File: config.mk
export PLATFORM = sky130hd
export DESIGN_NAME = mc_control_unit
export DESIGN_NICKNAME = d
export VERILOG_FILES = /design/src/rtl/mc_pkg.sv /design/src/rtl/alu_decoder.sv /design/src/rtl/mc_control_unit.sv
export SDC_FILE = /design/constraint.sdc
export NUM_CORES = 1
export LEC_CHECK = 0
export ABC_CLOCK_PERIOD_IN_PS = 2100
export CORE_UTILIZATION = 35
export CTS_BUF_LIST = sky130_fd_sc_hd__clkbuf_8
export DETAILED_ROUTE_END_ITERATION = 10
export GPL_TIMING_DRIVEN = 0
export PLACE_DENSITY_LB_ADDON = 0.05
export SYNTH_ARGS = -nofsm -noshare
export SYNTH_HDL_FRONTEND = slang
export SYNTH_SLANG_ARGS = --single-unit
export TNS_END_PERCENT = 50
File: constraint.sdc
create_clock -name CLK -period 2.1 [get_ports CLK]
set_input_delay 0.525 -clock CLK [delete_from_list [all_inputs] [get_ports CLK]]
set_output_delay 0.525 -clock CLK [all_outputs]
set_load 0.01 [all_outputs]
File: src/rtl/mc_pkg.sv
// Shared definitions for the multicycle control unit.
// Holds the state encodings, the opcode and funct constants, the ALUCTRL codes
// and the per-state control word used by mc_control_unit.
package mc_pkg;

    typedef enum logic [3:0] {
        ST_FETCH  = 4'd0,
        ST_DECODE = 4'd1,
        ST_MEMADR = 4'd2,
        ST_MEMRD  = 4'd3,
        ST_MEMWB  = 4'd4,
        ST_MEMWR  = 4'd5,
        ST_EXEC   = 4'd6,
        ST_ALUWB  = 4'd7,
        ST_BRANCH = 4'd8,
        ST_ADDIEX = 4'd9,
        ST_ADDIWB = 4'd10,
        ST_JUMP   = 4'd11
    } state_e;

    localparam logic [5:0] OP_RTYPE = 6'b000000;
    localparam logic [5:0] OP_LW    = 6'b100011;
    localparam logic [5:0] OP_SW    = 6'b101011;
    localparam logic [5:0] OP_BEQ   = 6'b000100;
    localparam logic [5:0] OP_ADDI  = 6'b001000;
    localparam logic [5:0] OP_J     = 6'b000010;

    localparam logic [5:0] FN_ADD = 6'b100000;
    localparam logic [5:0] FN_SUB = 6'b100010;
    localparam logic [5:0] FN_AND = 6'b100100;
    localparam logic [5:0] FN_OR  = 6'b100101;
    localparam logic [5:0] FN_SLT = 6'b101010;

    localparam logic [2:0] ALU_AND = 3'b000;
    localparam logic [2:0] ALU_OR  = 3'b001;
    localparam logic [2:0] ALU_ADD = 3'b010;
    localparam logic [2:0] ALU_SUB = 3'b110;
    localparam logic [2:0] ALU_SLT = 3'b111;

    typedef struct packed {
        logic       pcen;
        logic       iord;
        logic       mwe;
        logic       irwe;
        logic       rfwe;
        logic       regdst;
        logic       mtorf;
        logic       alusrca;
        logic [1:0] alusrcb;
        logic [1:0] pcsrc;
        logic [2:0] aluctrl;
    } ctrl_t;

    // Static control word for a state. The BRANCH PC enable depends on the
    // live ZERO flag and is added outside this function.
    function automatic ctrl_t state_ctrl(input state_e st, input logic [2:0] exec_alu);
        ctrl_t c;
        c = '0;
        case (st)
            ST_FETCH:  begin c.irwe = 1'b1; c.pcen = 1'b1; c.alusrcb = 2'b01; c.aluctrl = ALU_ADD; end
            ST_DECODE: begin c.alusrcb = 2'b11; c.aluctrl = ALU_ADD; end
            ST_MEMADR: begin c.alusrca = 1'b1; c.alusrcb = 2'b10; c.aluctrl = ALU_ADD; end
            ST_MEMRD:  c.iord = 1'b1;
            ST_MEMWB:  begin c.rfwe = 1'b1; c.mtorf = 1'b1; end
            ST_MEMWR:  begin c.iord = 1'b1; c.mwe = 1'b1; end
            ST_EXEC:   begin c.alusrca = 1'b1; c.aluctrl = exec_alu; end
            ST_ALUWB:  begin c.rfwe = 1'b1; c.regdst = 1'b1; end
            ST_BRANCH: begin c.alusrca = 1'b1; c.aluctrl = ALU_SUB; c.pcsrc = 2'b01; end
            ST_ADDIEX: begin c.alusrca = 1'b1; c.alusrcb = 2'b10; c.aluctrl = ALU_ADD; end
            ST_ADDIWB: c.rfwe = 1'b1;
            ST_JUMP:   begin c.pcsrc = 2'b10; c.pcen = 1'b1; end
            default:   c = '0;
        endcase
        return c;
    endfunction

endpackage

File: src/rtl/alu_decoder.sv
// Funct-field to ALUCTRL decoder (combinational).
// Ports: funct_i  - R-type funct field
//        aluctrl_o - ALU operation code; unknown funct values fall back to add
module alu_decoder
    import mc_pkg::*;
#(
    parameter int FNW = 6
) (
    input  logic [FNW-1:0] funct_i,
    output logic [2:0]     aluctrl_o
);

    always_comb begin
        aluctrl_o = ALU_ADD;
        case (funct_i)
            FNW'(FN_ADD): aluctrl_o = ALU_ADD;
            FNW'(FN_SUB): aluctrl_o = ALU_SUB;
            FNW'(FN_AND): aluctrl_o = ALU_AND;
            FNW'(FN_OR):  aluctrl_o = ALU_OR;
            FNW'(FN_SLT): aluctrl_o = ALU_SLT;
            default:      aluctrl_o = ALU_ADD;
        endcase
    end

endmodule

File: src/rtl/mc_control_unit.sv
// Multicycle processor control unit (Moore FSM).
// Inputs : CLK, RST (sync, active-high), OPCODE, FUNCT, ZERO
// Outputs: datapath enables/selects (PCEN, IORD, MWE, IRWE, RFWE, REGDST,
//          MTORF, ALUSRCA, ALUSRCB, PCSRC, ALUCTRL), ILLEGAL pulse, STATE.
//
// state  | meaning
// FETCH  | read instruction, PC += 4
// DECODE | dispatch on opcode, precompute branch target
// MEMADR | compute lw/sw address
// MEMRD  | read data memory
// MEMWB  | write loaded word to RF
// MEMWR  | write data memory
// EXEC   | R-type ALU operation
// ALUWB  | write R-type result to RF
// BRANCH | compare, take branch when ZERO
// ADDIEX | addi ALU operation
// ADDIWB | write addi result to RF
// JUMP   | load jump target into PC
module mc_control_unit
    import mc_pkg::*;
#(
    parameter int OPW = 6,
    parameter int FNW = 6
) (
    input  logic           CLK,
    input  logic           RST,
    input  logic [OPW-1:0] OPCODE,
    input  logic [FNW-1:0] FUNCT,
    input  logic           ZERO,
    output logic           PCEN,
    output logic           IORD,
    output logic           MWE,
    output logic           IRWE,
    output logic           RFWE,
    output logic           REGDST,
    output logic           MTORF,
    output logic           ALUSRCA,
    output logic [1:0]     ALUSRCB,
    output logic [1:0]     PCSRC,
    output logic [2:0]     ALUCTRL,
    output logic           ILLEGAL,
    output logic [3:0]     STATE
);

    state_e     state_q, state_d;
    ctrl_t      ctrl_q;
    logic [2:0] fn_alu;
    logic       op_legal;

    alu_decoder #(.FNW(FNW)) u_alu_decoder (
        .funct_i   (FUNCT),
        .aluctrl_o (fn_alu)
    );

    assign op_legal = (OPCODE == OPW'(OP_LW))   || (OPCODE == OPW'(OP_SW))  ||
                      (OPCODE == OPW'(OP_RTYPE)) || (OPCODE == OPW'(OP_BEQ)) ||
                      (OPCODE == OPW'(OP_ADDI)) || (OPCODE == OPW'(OP_J));

    always_comb begin
        state_d = ST_FETCH;
        case (state_q)
            ST_FETCH:  state_d = ST_DECODE;
            ST_DECODE: begin
                if (OPCODE == OPW'(OP_LW) || OPCODE == OPW'(OP_SW)) state_d = ST_MEMADR;
                else if (OPCODE == OPW'(OP_RTYPE))                state_d = ST_EXEC;
                else if (OPCODE == OPW'(OP_BEQ))                  state_d = ST_BRANCH;
                else if (OPCODE == OPW'(OP_ADDI))                 state_d = ST_ADDIEX;
                else if (OPCODE == OPW'(OP_J))                    state_d = ST_JUMP;
                else                                              state_d = ST_FETCH;
            end
            ST_MEMADR: state_d = (OPCODE == OPW'(OP_LW)) ? ST_MEMRD : ST_MEMWR;
            ST_MEMRD:  state_d = ST_MEMWB;
            ST_EXEC:   state_d = ST_ALUWB;
            ST_ADDIEX: state_d = ST_ADDIWB;
            default:   state_d = ST_FETCH;
        endcase
    end

    // The control word is registered alongside the state so it is glitch-free.
    // On reset it is preloaded with the FETCH word so fetch begins the very
    // cycle RST drops; the RST mask below keeps it silent until then.
    always_ff @(posedge CLK) begin
        if (RST) begin
            state_q <= ST_FETCH;
            ctrl_q  <= state_ctrl(ST_FETCH, ALU_ADD);
        end else begin
            state_q <= state_d;
            ctrl_q  <= state_ctrl(state_d, fn_alu);
        end
    end

    // ZERO and OPCODE are only valid in the cycle they are used, so the branch
    // enable and the illegal flag are formed from the live inputs.
    assign PCEN    = ~RST & (ctrl_q.pcen | ((state_q == ST_BRANCH) & ZERO));
    assign IORD    = ~RST & ctrl_q.iord;
    assign MWE     = ~RST & ctrl_q.mwe;
    assign IRWE    = ~RST & ctrl_q.irwe;
    assign RFWE    = ~RST & ctrl_q.rfwe;
    assign REGDST  = ~RST & ctrl_q.regdst;
    assign MTORF   = ~RST & ctrl_q.mtorf;
    assign ALUSRCA = ~RST & ctrl_q.alusrca;
    assign ALUSRCB = RST ? 2'b00 : ctrl_q.alusrcb;
    assign PCSRC   = RST ? 2'b00 : ctrl_q.pcsrc;
    assign ALUCTRL = RST ? 3'b000 : ctrl_q.aluctrl;
    assign ILLEGAL = ~RST & (state_q == ST_DECODE) & ~op_legal;
    assign STATE   = state_q;

endmodule
==> flow_summary_export.csv <==
group,metric,value,unit
outcome,status,"finished, violations left",
outcome,violations,"DRC",
timing,rsz0062_at_grt,"true",
global_routing,met2_usage,27.9,%
detailed_routing,route.antenna.remaining_nets,0,
synth,synth_area,1070,µm²
worst_setup_path,cp-end-kind,"output port",
worst_setup_path,path_cells,"clkbuf_4 > nor2_4 > and2_2 > o21ai_0 > and4_1 > clkdlybuf4s15_1",
timing,slew_violations,0,
finish,final_nets,170,
synth,synth_seq_area_share,35.6,%
pwr,p_leak,0.000675,µW
synth,synth_area_per_cell,9.13,µm²
finish,layout-drive-gt1-share,24.0,%
floorplanning,core,2830,µm²
finish,area_growth_syn_to_layout,43.0,%
floorplanning,die_y,57.3,µm
clock_tree,cts_tree,"done",
synth,syn_inst,117,
synth,async_flop_share,0,%
floorplanning,num_rows,19,
global_routing,use_met1,22.2,%
global_routing,grt_use_met3,3.40,%
run,cap_violations,0,
global_routing,busiest_layer,"met2",
worst_setup_path,cp_data_arrival_time,1.53,ns
detailed_routing,drc,1,
place,dp_hpwl,1980,µm
clock_tree,clkSinkCount,19,
clock_tree,h-tree-depth,1,
finish,mostFrequentLayoutCells,"dfxtp_1 (18), clkdlybuf4s50_1 (18), nor2b_1 (14)",
clock_tree,clkTransAtPathRegs,0.06,ns
timing,slew_headroom,65.1,%
worst_setup_path,slowest_delay,0.23,ns
synth,synth-main-ff-cell,"dfxtp_1",
synth,synth-seq-cells,19,
timing,max_freq,0.486,GHz
timing,setup_tns,0,ns
place,port_buffers,32,
timing,setup_ws,0.0441,ns
global_routing,grt_usage,17.5,%
clock_tree,numCtsBuffers,3,
timing,min_period_over_period,97.9,%
detailed_routing,routedWlPerCell,14.7,µm
clock_tree,cts_root_buf,"clkbuf_8",
global_routing,grt_overflow,0,
floorplanning,start_util,37.8,%
detailed_routing,drtIter0Drc,25,
timing,hold_viol,0,
finish,antenna_cells,0,
detailed_routing,first_pass_iters,9,
detailed_routing,wirelength,2730,µm
synth,syn_nets,132,
timing,setup_viol,0,
synth,synth_edf_count,0,
floorplanning,design.die.area,3280,µm²
worst_setup_path,cp_data_required_time,1.57,ns
worst_setup_path,cp-start-kind,"primary input",
worst_setup_path,reg2reg_slack,0.30,ns
timing,period_needed,2.06,ns
detailed_routing,via_count,1023,
global_routing,grt_pass1_wl,4360,µm
detailed_routing,via_per_inst,5.53,
clock_tree,clk_path_buf_depth,2,
floorplanning,io_pins,35,
synth,yosys_warnings,0,
worst_setup_path,critical_path.max_fanout,5,
floorplanning,die_w,57.3,µm
global_routing,grt_pass1_vias,992,
worst_setup_path,crit_path_top_delay_cell,"clkdlybuf4s15_1",
timing,timing.hold.ws,0.614,ns
worst_setup_path,critical_path_class,"in -> out",
timing,worst_pin_slew,0.524,ns
place,globalplace.congestion,0.799,
pwr,peakVddDrop,0.000313,V
global_routing,antenna_found_initial,0,
place,dpl_worst_slack,-0.738,ns
global_routing,grt_max_degree,11,
clock_tree,worstSkewPairLatency,0.26,ns
synth,synth.distinct_cells,49,
timing,clock_skew,0.00106,ns
clock_tree,ctsHoldBuffers,0,
pwr,powerDensity,507,nW/µm²
min_path,hold_class,"in -> reg",
[registers in the layout (all words and copies together) (netlist names)]
name,cells
ctrl_q,15
STATE,4
[through the flow]
step | cells | total power, µW | util [%] | area, µm²
global route | 185 | 809 | 54.0 | 1530
global placement | 180 | 530 | 50.5 | 1430
finish | 185 | 775 | 54.0 | 1530
detailed placement | 180 | 532 | 50.5 | 1430
CTS | 185 | 774 | 52.8 | 1490
floorplan | 117 | 465 | - | 1070
[Yosys cell counts (all sizes together), types with 3 or more instances]
master	n	area, µm²
nor2b	14	87.6
nor4b	5	62.6
inv	5	18.8
a21oi	5	40.0
nor2	13	48.8
a21o	3	23.8
nand2	5	18.8
buf	4	27.5
nor3	6	41.3
dfxtp	19	380
o21ai	3	15.0
[worst max-delay path, delay by kind of cell]
kind	cells	cell delay [ns]
buf+inv	2	0.40
compound gates	1	0.15
simple gates	3	0.45
[logic make-up (layout without fill, tap and decap cells)]
kind of cell	count (synthesis)	after routing	synth area share (%)
flip-flops	19	19	35.6
AO/OA/AOI/OAI	26	26	21.5
AND/OR/NAND/NOR	59	59	36.2
XOR/XNOR	2	2	1.64
buffers and inverters	11	48	5.03
[final cells by class]
| cell class | count | area (µm²) |
|---|---|---|
| buffer | 6 | 50.0 |
| clock buffer | 3 | 41.3 |
| clock inverter | 1 | 3.75 |
| fill | 260 | 1300 |
| inverter | 5 | 18.8 |
| multi-input combinational | 87 | 674 |
| sequential | 19 | 382 |
| tap | 31 | 38.8 |
| timing repair buffer | 33 | 319 |
[layer usage]
metal / part of all wire [%] / wire length (µm) / vias to the layer above
li1: - / - / 501
met1: 45 / 1230 / 482
met2: 48 / 1300 / 33
met3: 4.7 / 129 / 7
met4: 2.2 / 61 / 0
met5: 0 / 0 / -
[what timing repair did]
item	CTS	global route
setup endpoints to repair	13	7
gates resized for setup	20	23
pin swaps	1	4
buffers inserted	1	0
[where the power goes]
| group | total [µW] | internal (µW) | leakage [µW] | switching (µW) |
|---|---|---|---|---|
| Clock | 245 | 130 | 0.0000269 | 115 |
| Combinational | 155 | 74.9 | 0.000492 | 80.5 |
| Sequential | 374 | 370 | 0.000155 | 3.76 |
| Total | 775 | 575 | 0.000675 | 199 |
[path summary, 6_finish.rpt]
kind,start,end,depth (start not counted)
worst max register to register,STATE[3]$_SDFF_PP0_,ctrl_q[14]$_SDFF_PP1_,6
worst min-delay path,RST,STATE[2]$_SDFF_PP0_,2
worst max-delay path,OPCODE[2],ILLEGAL,6
worst min register to register,STATE[1]$_SDFF_PP0_,ctrl_q[5]$_SDFF_PP1_,2
No activity file was read; power rests on OpenSTA's default activity.
==> RTL edit 1, RTL diff (config.mk and constraints unchanged) <==
Make the reset (`RST`) asynchronous in one clocked block.
--- a/src/rtl/mc_control_unit.sv
+++ b/src/rtl/mc_control_unit.sv
@@ -80,5 +80,5 @@
     // On reset it is preloaded with the FETCH word so fetch begins the very
     // cycle RST drops; the RST mask below keeps it silent until then.
-    always_ff @(posedge CLK) begin
+    always_ff @(posedge CLK or posedge RST) begin
         if (RST) begin
             state_q <= ST_FETCH;
Function: differs if RST is asserted again (counterexample within 4 cycles, from zero or initial values and one cycle with RST high); with RST held inactive, the same outputs for 10 cycles.
==> RTL edit 1 against the unedited design <==
Sequential cell count stayed put. Worst setup slack gained 3.7 ps. First-iteration DRC count down 36%. Non-clock buffer count is 4 higher. Design area down 0.16%. Routed wire length is 11% lower. Global-route usage down 0.95 points. Synthesized area decreased by 4.3%. Critical path type is now in -> reg.
Power is not compared: it rests on default switching activity, and its combinational part moved more than twofold at a synthesized area within 25%.
==> RTL edit 1: results (changes against the unedited design) <==
* Status: finished clean
* Hold WC Path Type: reg -> reg
* Fraction of layout cells with a size suffix above 1 at 29.1% (+5.0 points)
* Post-route DRC at 0 (-1)
* Syn avg cell area at 9.83 sq um (+7.6%)
* Ranking of synthesized cells by area: dfrtp_1 (37%), dfstp_2 (10%), nor2b_1 (9.2%)
* Largest net degree at the start of global routing at 20 (+9)
* Hold_ws at 624 ps (+9.82 ps)
* Synth Net Count at 119 (-9.8%)
* Hold Startpoint: STATE[2]
* Reg-to-reg slack, setup at 240 ps (-60 ps)
* Synth cell count leaders: dfrtp_1 (15), nor2b_1 (15), nor2_1 (10)
* Critical path fanouts, max at 4 (-1)
* CP delay by family, top: buffers and inverters
* First-pass GRT wire length at 4000 um (-8.4%)
* CP max-delay cell: dlygate4sd2_1
* Crit. Startpoint: OPCODE[4]
* RD Place Congestion at 0.803 (+0.51%)
* Critical path arrival at 2230 ps (+700 ps)
* Yosys cell types at 37 (-24%)
* Fill count at 271 (+4.2%)
* Vias per cell at 5.25 (-5.1%)
* R2r startpoint: STATE[3]
* Final nets at 164 (-3.5%)
* Detail Placement HPWL at 1730 um (-13%)
* Overall Global Routing Usage at 16.6% (-0.95 points)
RTL edit 1: cell types whose count changed after synthesis, sizes merged, moves of 3 or more:
cell   unedited run  this run
nor2             13        10
a21o              3         0
nor4b             5         0
dfrtp             0        15
dfxtp            19         0
dfstp             0         4
RTL edit 1: power by group through the flow:
stage,Combinational (mW),Clock [mW],Sequential (mW)
3_3_place_gp,0.510,0,0.501
5_1_grt,0.586,0.276,0.508
2_1_floorplan,0.298,0,0.505
6_report,0.538,0.259,0.498
3_5_place_dp,0.513,0,0.502
4_1_cts,0.519,0.268,0.498
RTL edit 1: logic make-up (layout without fill, tap and decap cells):
group	after synthesis	count (layout)	share of synthesized area (%)
and+or+nand+nor	52	52	30.0
DFF	19	19	47.0
AOI/OAI and AO/OA	21	21	17.4
xor gates and xnor gates	2	2	1.71
buffers and inverters	10	54	3.92
RTL edit 1: path summary, 6_finish.rpt:
kind | depth (start not counted) | to
min reg2reg | 2 | ctrl_q[12]
min | 2 | ctrl_q[12]
min in group asynchronous | 3 | ctrl_q[0]
max | 11 | ctrl_q[2]
max reg2reg | 5 | ctrl_q[7]
max in group asynchronous | 3 | ctrl_q[9]
RTL edit 1: worst min-delay path, delay by kind of cell, from the launching register on:
family | cells | cell delay, ps
compound gates | 1 | 60
buf+inv | 1 | 180
flops | 1 | 350
RTL edit 1: metrics by stage:
stage	area (sq um)	power, mW	worst slack (ps)	util, %
5_1_grt	1530	1.37	-42.4	55.3
6_report	1530	1.29	47.8	55.3
3_3_place_gp	1400	1.01	-795	50.8
4_1_cts	1510	1.28	-6.31	54.7
2_1_floorplan	1020	0.802	251	-
3_5_place_dp	1400	1.02	-789	50.8
RTL edit 1: area by class of cell:
cell class                 instances  area share [%]
sequential                        19            31.5
buffer                             3            1.72
clock inverter                     1           0.328
tap                               31            2.54
timing repair buffer              40            22.6
multi-input combinational         75            36.8
clock buffer                       3            2.71
inverter                           7            1.72
RTL edit 1: metal layers:
metal  GRT usage [%]  vias up  part of all wire, %
met5               0        -                    0
met4            8.36        0                  2.6
met3            1.63        7                  4.7
met2            27.6       34                   48
met1            21.5      444                   44
li1                -      454                    -
RTL edit 1: timing repair:
item | in CTS | in global routing
pin swaps | 2 | 6
setup endpoints to repair | 22 | 8
buffers inserted | 5 | 1
resized for setup | 40 | 13
==> RTL edit 2, RTL diff (same flow settings) <==
Without the edit above. `OPW`: 6 -> 12.
--- a/src/rtl/mc_control_unit.sv
+++ b/src/rtl/mc_control_unit.sv
@@ -20,5 +20,5 @@
     import mc_pkg::*;
 #(
-    parameter int OPW = 6,
+    parameter int OPW = 12,
     parameter int FNW = 6
 ) (
Interface: changed (resized OPCODE); port bits go from 35 to 41. The function was not compared with the original's and may differ.
==> RTL edit 2 against the unedited design <==
The flow finishes with violations (setup timing). First-iteration DRC count rose by 88%. Worst setup slack got worse by 210 ps. Routed wire length rose by 6.0%. Clock skew barely moved. Sequential cell count did not move. Register-to-register slack got worse by 470 ps. Die area fell by 2.3%. Design area rose by 13%. Global-route usage barely moved. Core utilization rose by 7.8 points. Power fell by 1.2%. Sequential share of layout area fell by 2.1 points. Synthesized area fell by 2.3%. Critical endpoint is now ctrl_q[14]. Largest cell class unchanged. Highest routed layer unchanged.
==> RTL edit 2: results (changes against the unedited design) <==
* CP max-delay cell: or4b_4
* Final wirelength at 2890 um (+6.0%)
* Detail Placement HPWL at 1910 um (-3.7%)
* Critical path arrival at 2410 ps (+880 ps)
* RD Place Congestion at 0.796 (-0.36%)
* Dpl ws at -912 ps (-174 ps)
* Syn avg cell area at 8.42 sq um (-7.9%)
* Fraction of layout cells with a size suffix above 1 at 30.3% (+6.3 points)
* Detailed Routing Iterations Pass 1 at 4 (-5)
* Worst stage delay on the critical path at 540 ps (+310 ps)
* First-pass GRT wire length at 4370 um (+0.32%)
* Overall Global Routing Usage at 17.6% (+0.024 points)
* Final nets at 197 (+16%)
* Post-route DRC at 0 (-1)
* Ranking of synthesized cells by area: dfxtp_1 (36%), nor2b_1 (8.4%), nor2_1 (4.3%)
* Max_slew headroom at 67.5% (+2.4 points)
* Failing checks: setup timing
* Non-Filler Instances at 206 (+11%)
* PortBufs at 38 (+19%)
* Post-CTS Setup Bufs at 4 (+3)
* Yosys cell types at 40 (-18%)
* Hold EP: ctrl_q[1]
* Via count at 1100 (+7.5%)
* Critical path type: reg -> reg
* Dpl cell area at 1500 sq um (+4.7%)
* Pint at 0.573 mW (-0.45%)
* Leak at 0.698 nW (+3.5%)
* Largest net degree at the start of global routing at 12 (+1)
* Net switching power at 0.193 mW (-3.2%)
* Initial DRC count at 47 (+88%)
* End of the critical path: ctrl_q[14]
* Vias in the first global route at 1002 (+1.0%)
* R2r startpoint: STATE[2]
* Sequential Power Share at 48.2% (about the same)
* Register area share after synthesis at 36.5% (+0.85 points)
* Final setup violating endpoints at 11 (+11)
* Synth Net Count at 145 (+9.8%)
* Worst setup margin at -166 ps (-210 ps)
* Placed Cells at 193 (+7.2%)
* Clk_skew at 0.921 ps (-0.142 ps)
* Worst vdd ir at 0.420 mV (+34%)
* Combinational gate power at 0.148 mW (-5%)
* Setup TNS at -899 ps (-899 ps)
* Status: finished, violations left
* Post-CTS sizing at 42 (+110%)
==> RTL edit 2: cell types whose count changed after synthesis, moves of 3 or more <==
cell,delta
nor4b_2,-3
o21ai_0,+3
clkbuf_1,+3
nand2b_1,+3
inv_1,-3
nor4_1,+4
==> RTL edit 2: layer usage <==
layer / wire length, um / GRT usage [%] / vias to the layer above
met2: 1510 / 29.9 / 26
li1: - / - / 544
met5: 0 / 0 / -
met4: 33 / 7.32 / 0
met3: 122 / 4.15 / 4
met1: 1220 / 21.0 / 526
==> RTL edit 2: cell type report <==
class                           count  area [sq um]
Buffer                              6          52.6
Clock buffer                        3          41.3
Clock inverter                      1          5.00
Fill cell                         257          1060
Inverter                            1          3.75
Multi-Input combinational cell     95           747
Sequential cell                    19           393
Tap cell                           31          38.8
Timing Repair Buffer               50           438
==> RTL edit 2: kinds of logic after synthesis <==
group                  synth area share, %
AO/OA/AOI/OAI                         15.9
XOR/XNOR                              1.68
buffers and inverters                 4.56
flip-flops                            36.5
AND/OR/NAND/NOR                       41.4
